[src/rtl/mips_pkg.sv]
// mips_pkg: opcode, control-field and state encodings shared by the multicycle controller
package mips_pkg;
  localparam logic [5:0] OP_RTYPE = 6'b000000;
  localparam logic [5:0] OP_LW    = 6'b100011;
  localparam logic [5:0] OP_SW    = 6'b101011;
  localparam logic [5:0] OP_BEQ   = 6'b000100;
  localparam logic [5:0] OP_BNE   = 6'b000101;
  localparam logic [5:0] OP_ADDI  = 6'b001000;
  localparam logic [5:0] OP_ANDI  = 6'b001100;
  localparam logic [5:0] OP_ORI   = 6'b001101;
  localparam logic [5:0] OP_SLTI  = 6'b001010;
  localparam logic [5:0] OP_J     = 6'b000010;
  localparam logic [5:0] OP_JAL   = 6'b000011;
  localparam logic [5:0] FUNC_JR  = 6'b001000;
  localparam logic [2:0] ALU_ADD   = 3'd0;
  localparam logic [2:0] ALU_SUB   = 3'd1;
  localparam logic [2:0] ALU_RTYPE = 3'd2;
  localparam logic [2:0] ALU_AND   = 3'd3;
  localparam logic [2:0] ALU_OR    = 3'd4;
  localparam logic [2:0] ALU_SLT   = 3'd5;
  localparam logic [1:0] PC_ALU    = 2'd0;
  localparam logic [1:0] PC_ALUOUT = 2'd1;
  localparam logic [1:0] PC_JUMP   = 2'd2;
  localparam logic [1:0] PC_RS     = 2'd3;
  localparam logic [1:0] RD_RT = 2'd0;
  localparam logic [1:0] RD_RD = 2'd1;
  localparam logic [1:0] RD_RA = 2'd2;
  localparam logic [1:0] M2R_ALU = 2'd0;
  localparam logic [1:0] M2R_MDR = 2'd1;
  localparam logic [1:0] M2R_PC  = 2'd2;
  localparam logic [1:0] SRCB_B   = 2'd0;
  localparam logic [1:0] SRCB_4   = 2'd1;
  localparam logic [1:0] SRCB_IMM = 2'd2;
  localparam logic [1:0] SRCB_BR  = 2'd3;
  typedef enum logic [3:0] {
    S_IDLE, S_FETCH, S_DECODE, S_EXEC_R, S_WB_R, S_EXEC_I, S_WB_I, S_ADDR,
    S_MEM_RD, S_WB_MEM, S_MEM_WR, S_BRANCH, S_JUMP, S_JAL, S_JR, S_TRAP
  } state_t;
  typedef struct packed {
    logic       pc_write;
    logic       pc_write_cond;
    logic       branch_ne;
    logic [1:0] pc_src;
    logic       ir_write;
    logic       iord;
    logic       mem_read;
    logic       mem_write;
    logic       reg_write;
    logic [1:0] reg_dst;
    logic [1:0] mem_to_reg;
    logic       alu_src_a;
    logic [1:0] alu_src_b;
    logic [2:0] alu_op;
  } ctrl_t;
  function automatic state_t decode_op(input logic [5:0] op, input logic [5:0] func);
    if (op == OP_RTYPE) return (func == FUNC_JR) ? S_JR : S_EXEC_R;
    if (op == OP_LW || op == OP_SW) return S_ADDR;
    if (op == OP_BEQ || op == OP_BNE) return S_BRANCH;
    if (op == OP_ADDI || op == OP_ANDI || op == OP_ORI || op == OP_SLTI) return S_EXEC_I;
    if (op == OP_J) return S_JUMP;
    if (op == OP_JAL) return S_JAL;
    return S_TRAP;
  endfunction
endpackage

[src/rtl/mips_ctrl_outdec.sv]
// mips_ctrl_outdec: combinational state -> control word; inputs state, captured opcode, mem_ready; output ctrl
module mips_ctrl_outdec
  import mips_pkg::*;
(
  input  state_t     state,
  input  logic [5:0] op_q,
  input  logic       mem_ready,
  output ctrl_t      ctrl
);
  always_comb begin
    ctrl = '0;
    case (state)
      S_FETCH: begin
        ctrl.mem_read  = 1'b1;
        ctrl.alu_src_b = SRCB_4;
        ctrl.ir_write  = mem_ready;
        ctrl.pc_write  = mem_ready;
      end
      S_DECODE: ctrl.alu_src_b = SRCB_BR;
      S_EXEC_R: begin
        ctrl.alu_src_a = 1'b1;
        ctrl.alu_op    = ALU_RTYPE;
      end
      S_WB_R: begin
        ctrl.reg_write = 1'b1;
        ctrl.reg_dst   = RD_RD;
      end
      S_EXEC_I: begin
        ctrl.alu_src_a = 1'b1;
        ctrl.alu_src_b = SRCB_IMM;
        ctrl.alu_op    = op_q == OP_ANDI ? ALU_AND :
                         op_q == OP_ORI  ? ALU_OR  :
                         op_q == OP_SLTI ? ALU_SLT : ALU_ADD;
      end
      S_WB_I: ctrl.reg_write = 1'b1;
      S_ADDR: begin
        ctrl.alu_src_a = 1'b1;
        ctrl.alu_src_b = SRCB_IMM;
      end
      S_MEM_RD: begin
        ctrl.mem_read = 1'b1;
        ctrl.iord     = 1'b1;
      end
      S_WB_MEM: begin
        ctrl.reg_write  = 1'b1;
        ctrl.mem_to_reg = M2R_MDR;
      end
      S_MEM_WR: begin
        ctrl.mem_write = 1'b1;
        ctrl.iord      = 1'b1;
      end
      S_BRANCH: begin
        ctrl.alu_src_a     = 1'b1;
        ctrl.alu_op        = ALU_SUB;
        ctrl.pc_write_cond = 1'b1;
        ctrl.pc_src        = PC_ALUOUT;
        ctrl.branch_ne     = op_q == OP_BNE;
      end
      S_JUMP: begin
        ctrl.pc_write = 1'b1;
        ctrl.pc_src   = PC_JUMP;
      end
      S_JAL: begin
        ctrl.pc_write   = 1'b1;
        ctrl.pc_src     = PC_JUMP;
        ctrl.reg_write  = 1'b1;
        ctrl.reg_dst    = RD_RA;
        ctrl.mem_to_reg = M2R_PC;
      end
      S_JR: begin
        ctrl.pc_write = 1'b1;
        ctrl.pc_src   = PC_RS;
      end
      default: ;
    endcase
  end
endmodule

[src/rtl/mips_multicycle_ctrl.sv]
// mips_multicycle_ctrl: multicycle MIPS control FSM; inputs op/func/zero/mem_ready, outputs datapath controls, sticky illegal, debug state and retired count
module mips_multicycle_ctrl
  import mips_pkg::*;
#(
  parameter int STATE_W = 4,
  parameter int CNT_W   = 32
) (
  input  logic               clk,
  input  logic               reset,
  input  logic [5:0]         op,
  input  logic [5:0]         func,
  input  logic               zero,
  input  logic               mem_ready,
  output logic               pc_write,
  output logic               pc_write_cond,
  output logic               branch_ne,
  output logic [1:0]         pc_src,
  output logic               ir_write,
  output logic               iord,
  output logic               mem_read,
  output logic               mem_write,
  output logic               reg_write,
  output logic [1:0]         reg_dst,
  output logic [1:0]         mem_to_reg,
  output logic               alu_src_a,
  output logic [1:0]         alu_src_b,
  output logic [2:0]         alu_op,
  output logic               illegal,
  output logic [STATE_W-1:0] state,
  output logic [CNT_W-1:0]   retired
);
  state_t     state_q, nxt;
  logic [5:0] op_q;
  logic       retire;
  ctrl_t      ctrl;
  // zero only matters to the datapath's branch-taken logic, not to sequencing
  logic       unused_zero;
  assign unused_zero = zero;
  always_comb begin
    nxt = state_q;
    case (state_q)
      S_IDLE:   nxt = S_FETCH;
      S_FETCH:  nxt = mem_ready ? S_DECODE : S_FETCH;
      S_DECODE: nxt = decode_op(op, func);
      S_EXEC_R: nxt = S_WB_R;
      S_EXEC_I: nxt = S_WB_I;
      S_ADDR:   nxt = op_q == OP_SW ? S_MEM_WR : S_MEM_RD;
      S_MEM_RD: nxt = mem_ready ? S_WB_MEM : S_MEM_RD;
      S_MEM_WR: nxt = mem_ready ? S_FETCH : S_MEM_WR;
      S_TRAP:   nxt = S_TRAP;
      default:  nxt = S_FETCH;
    endcase
  end
  // Every path into FETCH other than IDLE start-up or a FETCH wait ends an instruction
  assign retire = nxt == S_FETCH && state_q != S_FETCH && state_q != S_IDLE;
  // func is consumed only by the DECODE branch, so only op needs a captured copy
  always_ff @(posedge clk or posedge reset)
    if (reset) begin
      state_q <= S_IDLE;
      op_q    <= '0;
      illegal <= 1'b0;
      retired <= '0;
    end else begin
      state_q <= nxt;
      if (state_q == S_DECODE) op_q <= op;
      if (nxt == S_TRAP) illegal <= 1'b1;
      if (retire) retired <= retired + CNT_W'(1);
    end
  mips_ctrl_outdec u_outdec (
    .state     (state_q),
    .op_q      (op_q),
    .mem_ready (mem_ready),
    .ctrl      (ctrl)
  );
  assign state         = STATE_W'(state_q);
  assign pc_write      = ctrl.pc_write;
  assign pc_write_cond = ctrl.pc_write_cond;
  assign branch_ne     = ctrl.branch_ne;
  assign pc_src        = ctrl.pc_src;
  assign ir_write      = ctrl.ir_write;
  assign iord          = ctrl.iord;
  assign mem_read      = ctrl.mem_read;
  assign mem_write     = ctrl.mem_write;
  assign reg_write     = ctrl.reg_write;
  assign reg_dst       = ctrl.reg_dst;
  assign mem_to_reg    = ctrl.mem_to_reg;
  assign alu_src_a     = ctrl.alu_src_a;
  assign alu_src_b     = ctrl.alu_src_b;
  assign alu_op        = ctrl.alu_op;
endmodule
[config.mk]
export PLATFORM = sky130hd
export DESIGN_NAME = mips_multicycle_ctrl
export DESIGN_NICKNAME = d
export VERILOG_FILES = /design/src/rtl/mips_pkg.sv /design/src/rtl/mips_ctrl_outdec.sv /design/src/rtl/mips_multicycle_ctrl.sv
export SDC_FILE = /design/constraint.sdc
export NUM_CORES = 1
export LEC_CHECK = 0
export BUFFER_PORTS_ARGS = -buffer_cell sky130_fd_sc_hd__clkbuf_2
export CAP_MARGIN = 20
export CORE_UTILIZATION = 45
export CTS_BUF_LIST = sky130_fd_sc_hd__clkbuf_4 sky130_fd_sc_hd__clkbuf_8
export DETAILED_ROUTE_END_ITERATION = 16
export PLACE_DENSITY = 0.73
export SETUP_SLACK_MARGIN = 0.2
export SLEW_MARGIN = 5
export SYNTH_ARGS = -nofsm -noshare
export SYNTH_HDL_FRONTEND = slang
export SYNTH_SLANG_ARGS = --single-unit
[constraint.sdc]
create_clock -name clk -period 2.4 [get_ports clk]
set_clock_uncertainty 0.2 [all_clocks]
set_input_delay 0 -clock clk [delete_from_list [all_inputs] [get_ports clk]]
set_output_delay 0 -clock clk [all_outputs]
set_load 0.01 [all_outputs]
Yosys cells after proc, flatten, opt, wreduce, memory -nomap -nowiden. Index checks and enable logic that the tools add are counted.

Word-level logic and storage cells: 119. Bits in registers: 43. Bits of input ports: 16. Output and inout port bits: 57.

Reduce and logical (&&, ||, !) cells: 16. Add/sub/neg operators: 1. Eq/ne operators: 34. Muxes and demuxes: 64.

Operators by type and width (number): 2-to-1 mux 4 bit (17); == test 6 x 4 -> 1 bit (second input constant) (8); == test 4 bit (second input constant) (9); 2-to-1 mux 1 bit (34); adder 32 x 1 -> 32 bit (second input constant) (1); one-hot mux 4 bit (8 select lines) (1); == test 6 x 3 -> 1 bit (second input constant) (3); == test 6 bit (second input constant) (3); == test 4 x 3 -> 1 bit (second input constant) (4); == test 6 x 2 -> 1 bit (second input constant) (2); one-hot mux 2 bit (3 select lines) (2); 2-to-1 mux 3 bit (3); one-hot mux 3 bit (3 select lines) (1); == test 4 x 1 -> 1 bit (second input constant) (2); == test 4 x 2 -> 1 bit (second input constant) (2); one-hot mux 2 bit (2 select lines) (2); OR reduction 2 bit (4); OR reduction 4 bit (2); logical NOT 6 bit (1); 2-to-1 mux 2 bit (3); logical OR 1 bit (5); != test 4 x 1 -> 1 bit (second input constant) (1); nonzero test 4 bit (1); OR reduction 3 bit (1); 2 further kinds (3).

Longest topological paths before layout.
Depth after elaboration: 33. Gate-level depth with buffers: 9. Gate-level depth less buffers: 7.

Cells and area by module. A second synthesis with hierarchy kept.

Cell total of the unflattened synthesis: 258. Area total of the unflattened synthesis: 2516.2 µm².

By module, submodules not included: mips_multicycle_ctrl (area an instance 2200.9 µm², cells each 210, times used 1, sequential area each 1076.0 µm²); mips_ctrl_outdec (area an instance 315.3 µm², cells each 48, times used 1, sequential area each 0.0 µm²).

Least setup slack after synthesis. OpenSTA, ideal clock, no wires.

Kind: reg-to-reg. Start: reg state_q[3], in the netlist state[3]. End: reg retired[1]. Arrival time: 2215 ps. Library setup time: 128 ps. Data required time: 2072 ps. Buffers on the path: 2. Period minus slack after synthesis: 2543 ps. Path slack: -143 ps. Stages on the path, launching flop included: 9. Cell sequence: dfrtp_1 > clkbuf_1 > nor2_1 > nand3b_1 > a31oi_1 > or4_4 > buf_6 > nor2_1 > mux2_1.

Word-level cells in the longest chain between the ends: 5. Elaborated cells on any way between the ends: 14. Those cells by class: eq/ne (10); mux (1); reduce/logical (3).

Ends and longest elaborated chain: start: declaration (line mips_multicycle_ctrl.sv:32) `state_t state_q, nxt;`; start signal: assignment (line mips_multicycle_ctrl.sv:64) `state_q <= nxt;`; == test 4 bit (tied with other cells) (line mips_multicycle_ctrl.sv:41) `case (state_q)`; one-hot mux 4 bit (8 select lines) (line mips_multicycle_ctrl.sv:41); == test 4 x 1 -> 1 bit (line mips_multicycle_ctrl.sv:55) `assign retire = nxt == S_FETCH && state_q != S_FETCH && state_q != S_IDLE;`; logical AND 1 bit (line mips_multicycle_ctrl.sv:55); logical AND 1 bit (*) (line mips_multicycle_ctrl.sv:55); end signal: assignment (line mips_multicycle_ctrl.sv:67) `if (retire) retired <= retired + CNT_W'(1);`; end: declaration (line mips_multicycle_ctrl.sv:30) `output logic [CNT_W-1:0] retired`.

Mark *: on every way between the ends. The rest lies on a longest branch, timed or not. A chain may end at the register's enable or synchronous reset.

Worst setup path after layout.
Start: reg state_q[2], in the netlist state[2]. End: reg retired[27].

The elaborated chain is that of the path after synthesis.

==> impl_metrics.yaml <==
run_status:
  outcome: "complete, but fails checks"
  violations: "negative setup slack"
timing:
  max_slew_margin_pct: 59.5
  worst_pin_slew_ns: 0.603
  setup_viol: 13
  period_minus_slack_ns: 2.53
  drv_slew: 0
  period_share_pct: 105
  max_freq_ghz: 0.396
  whs_ns: 0.0157
  rsz0062_at_grt: "yes"
  fin_ws_ns: -0.127
  hold_viol: 0
cts:
  clk_latency_ns: 0.30
  cts_sinks: 43
  cts_buffer_depth: 2
  cts_tree: "built"
  root_buffer: "clkbuf_8"
  numCtsBuffers: 5
  cts_htree_levels: 2
  path_clk_slew_ns: 0.09
power:
  intPower_mw: 2.25
  ir_drop_mv: 0.641
  swShare_pct: 42.6
  seq_power_share_pct: 25.9
  pwr-share-clk_pct: 11.9
  powerDensity_mw_per_mm2: 995
  power.leakage_nw: 1.94
  combPwrFrac_pct: 62.3
  p_sw_mw: 1.68
placed_design:
  post-dp-hpwl_mm: 4.63
  gp_congestion: 0.861
  dp.cells: 454
  portBuffers: 71
yosys:
  syn-cell-area_sq_mm: 0.00265
  syn-num-nets: 307
  yosysTopAreaCellShare_pct: 40.6
  synthMuxAreaShare_pct: 0.425
  yosysWarnings: 0
  yosys.area_share.xor_xnor_pct: 11.6
  synth-edff-count: 0
  ys_ff_latch: 43
  synth-main-ff-cell: "dfrtp_1"
  yosys.area_share.adder_pct: 0.472
  synth_cells: 290
  synth_compound_area_share_pct: 6.46
  ys_seq_area_share_pct: 40.6
  synthTopCellsByCount: "43 x dfrtp_1, 38 x nand2_1, 26 x xor2_1"
  synth.most_common_cell: "dfrtp_1"
  synth_top_family_by_area: "simple AND/OR/NAND/NOR gates"
  synth_simple_gate_area_share_pct: 35.9
  yosys-top-cells-area: "dfrtp_1 41%, xor2_1 8.6%, nand2_1 5.4%, nor4_2 4.2%, nor3_2 3.8%"
  syn_area_per_cell_sq_um: 9.15
  synth_top_area_cell: "dfrtp_1"
  async_reset_ff_share_pct: 100
  ys_types: 50
die:
  die-width_um: 78.8
  fp.coreArea_sq_mm: 0.00561
  dieArea_sq_mm: 0.00621
  row_count: 27
  die_height_um: 78.8
  pin_count: 73
  start_util_pct: 47.3
cells_and_area:
  multi_input_area_sq_mm: 0.00166
  fill_cells: 436
  diodes: 0
  syn_to_final_growth_pct: 48.9
  drive_gt1_share_pct: 43.7
  final-seq-area_sq_mm: 0.00108
  fin_nets: 430
  fin_cells: 486
  utilization_pct: 70.4
grt:
  grt_pass1_wl_mm: 10.5
  first_global_vias: 2225
  grt_max_degree: 32
  grt_antenna_before_repair: 0
  grt_usage_pct: 21.4
  grt_overflow: 0
routing:
  finalWirelength_mm: 7.33
  highest_layer: "met4"
  met1_length_mm: 3.29
  met2_length_mm: 3.58
  wl_per_cell_um: 15.1
  vias: 2614
  drc: 0
  avgViaCountPerCell: 5.38
  firstDrtPassIters: 4
  wl_met3_um: 297
  drt_iter0_drc: 103
  ant_nets: 0
worst_setup_path:
  crit_path_max_incr_delay_ns: 0.50
  worstPathArrival_ns: 2.55
  crit_path_start_kind: "flip-flop"
  crit_type: "reg2reg"
  cp_max_fo: 15
  worstPathRequired_ns: 2.42
  cp_slowest_cell: "or4_4"
  critPathCaptureType: "flip-flop"
  crit_path_cell_trace: "and2_4 -> o211ai_1 -> o311ai_1 -> or4_4 -> clkbuf_16 -> nor4_2 -> xor2_1"
min_path:
  min_path_type: "in2async"
flow_run:
  maxCapViolations: 0
-- path summary, 6_finish.rpt --
kind	startpoint	end	slack, ns	depth (start not counted)
setup reg to reg	state[2]	retired[27]	-0.13	7
max in group asynchronous	reset	retired[28]	1.37	5
hold reg to reg	retired[31]	retired[31]	0.27	1
setup / recovery	state[2]	retired[27]	-0.13	7
min in group clk	func[4]	state[0]	0.03	4
hold / removal	reset	retired[6]	0.02	3
-- timing repair --
| action | in CTS | in global routing |
|---|---|---|
| pin swaps | 0 | 16 |
| resized for setup | 5 | 32 |
| endpoints found under the hold margin | 46 | 0 |
| gates cloned | 0 | 3 |
| hold buffers | 8 | 0 |
| endpoints found under the setup margin | 32 | 33 |
| setup buffers | 1 | 12 |
-- routing by layer --
layer / GRT usage [%] / up-vias
met5: 0 / -
met4: 3.89 / 0
met3: 3.56 / 16
met2: 34.9 / 74
met1: 30.2 / 1263
li1: - / 1261
-- state kept, by name (all words and copies together), names as in the netlist --
name	cells
illegal	1
op_q	6
retired	32
state	4
-- worst max-delay path, delay by kind of cell, from the launching register on --
| kind | cells | cell delay, ns |
|---|---|---|
| XOR/XNOR | 1 | 0.20 |
| AND/OR/NAND/NOR | 3 | 0.96 |
| AO/OA/AOI/OAI | 2 | 0.41 |
| buffers and inverters | 1 | 0.23 |
| flip-flops | 1 | 0.45 |
-- layout by cell type, fill, tap and decap left out, types with 5 or more instances in the layout --
cell type / n
nor4_4: 5
clkbuf_8: 5
nor4_2: 5
nand2_1: 38
or3_1: 5
nand3_1: 11
buf_4: 38
nor3_4: 5
clkbuf_2: 71
nor2_1: 23
dlygate4sd3_1: 8
nor3_2: 12
xor2_1: 26
inv_1: 7
nand4_1: 10
nand2b_1: 6
buf_12: 5
xnor2_1: 9
buf_6: 7
and3_1: 5
dfrtp_1: 41
nor3_1: 10
-- power by group through the flow --
stage | logic, mW | registers (mW) | clock network (mW)
after floorplan | 1.17 | 1.03 | 0
after global placement | 1.77 | 1.02 | 0
after detailed placement | 1.80 | 1.02 | 0
after CTS | 1.88 | 1.00 | 0.481
after global routing | 2.61 | 1.03 | 0.509
final | 2.45 | 1.02 | 0.466
-- cell type report --
cell class | instances | area share, %
clock inverters | 2 | 0.317
multi-input cells | 222 | 42.0
inverters | 8 | 0.760
repair buffers | 133 | 25.4
clock buffers | 6 | 1.93
well taps | 72 | 2.28
flip-flops and latches | 43 | 27.3
-- through the flow --
step | setup slack [ns] | setup TNS (ns) | area (sq um) | total power, mW
final | -0.127 | -0.737 | 3950 | 3.93
after global routing | -0.199 | -2.10 | 3950 | 4.15
after CTS | -0.00327 | -0.00860 | 3600 | 3.37
after detailed placement | -0.0487 | -0.264 | 3400 | 2.82
after global placement | -0.0295 | -0.0610 | 3380 | 2.78
after floorplan | 0.00841 | 0 | 2730 | 2.20
-- logic make-up (layout without fill, tap and decap cells) --
kind of cell,Yosys count,after routing
AOI/OAI and AO/OA,23,23
and+or+nand+nor,162,162
muxes,1,1
xor gates and xnor gates,35,35
DFF,43,43
buffers and inverters,25,149
adders and majority gates,1,1
No activity file was read; power rests on OpenSTA's default activity.
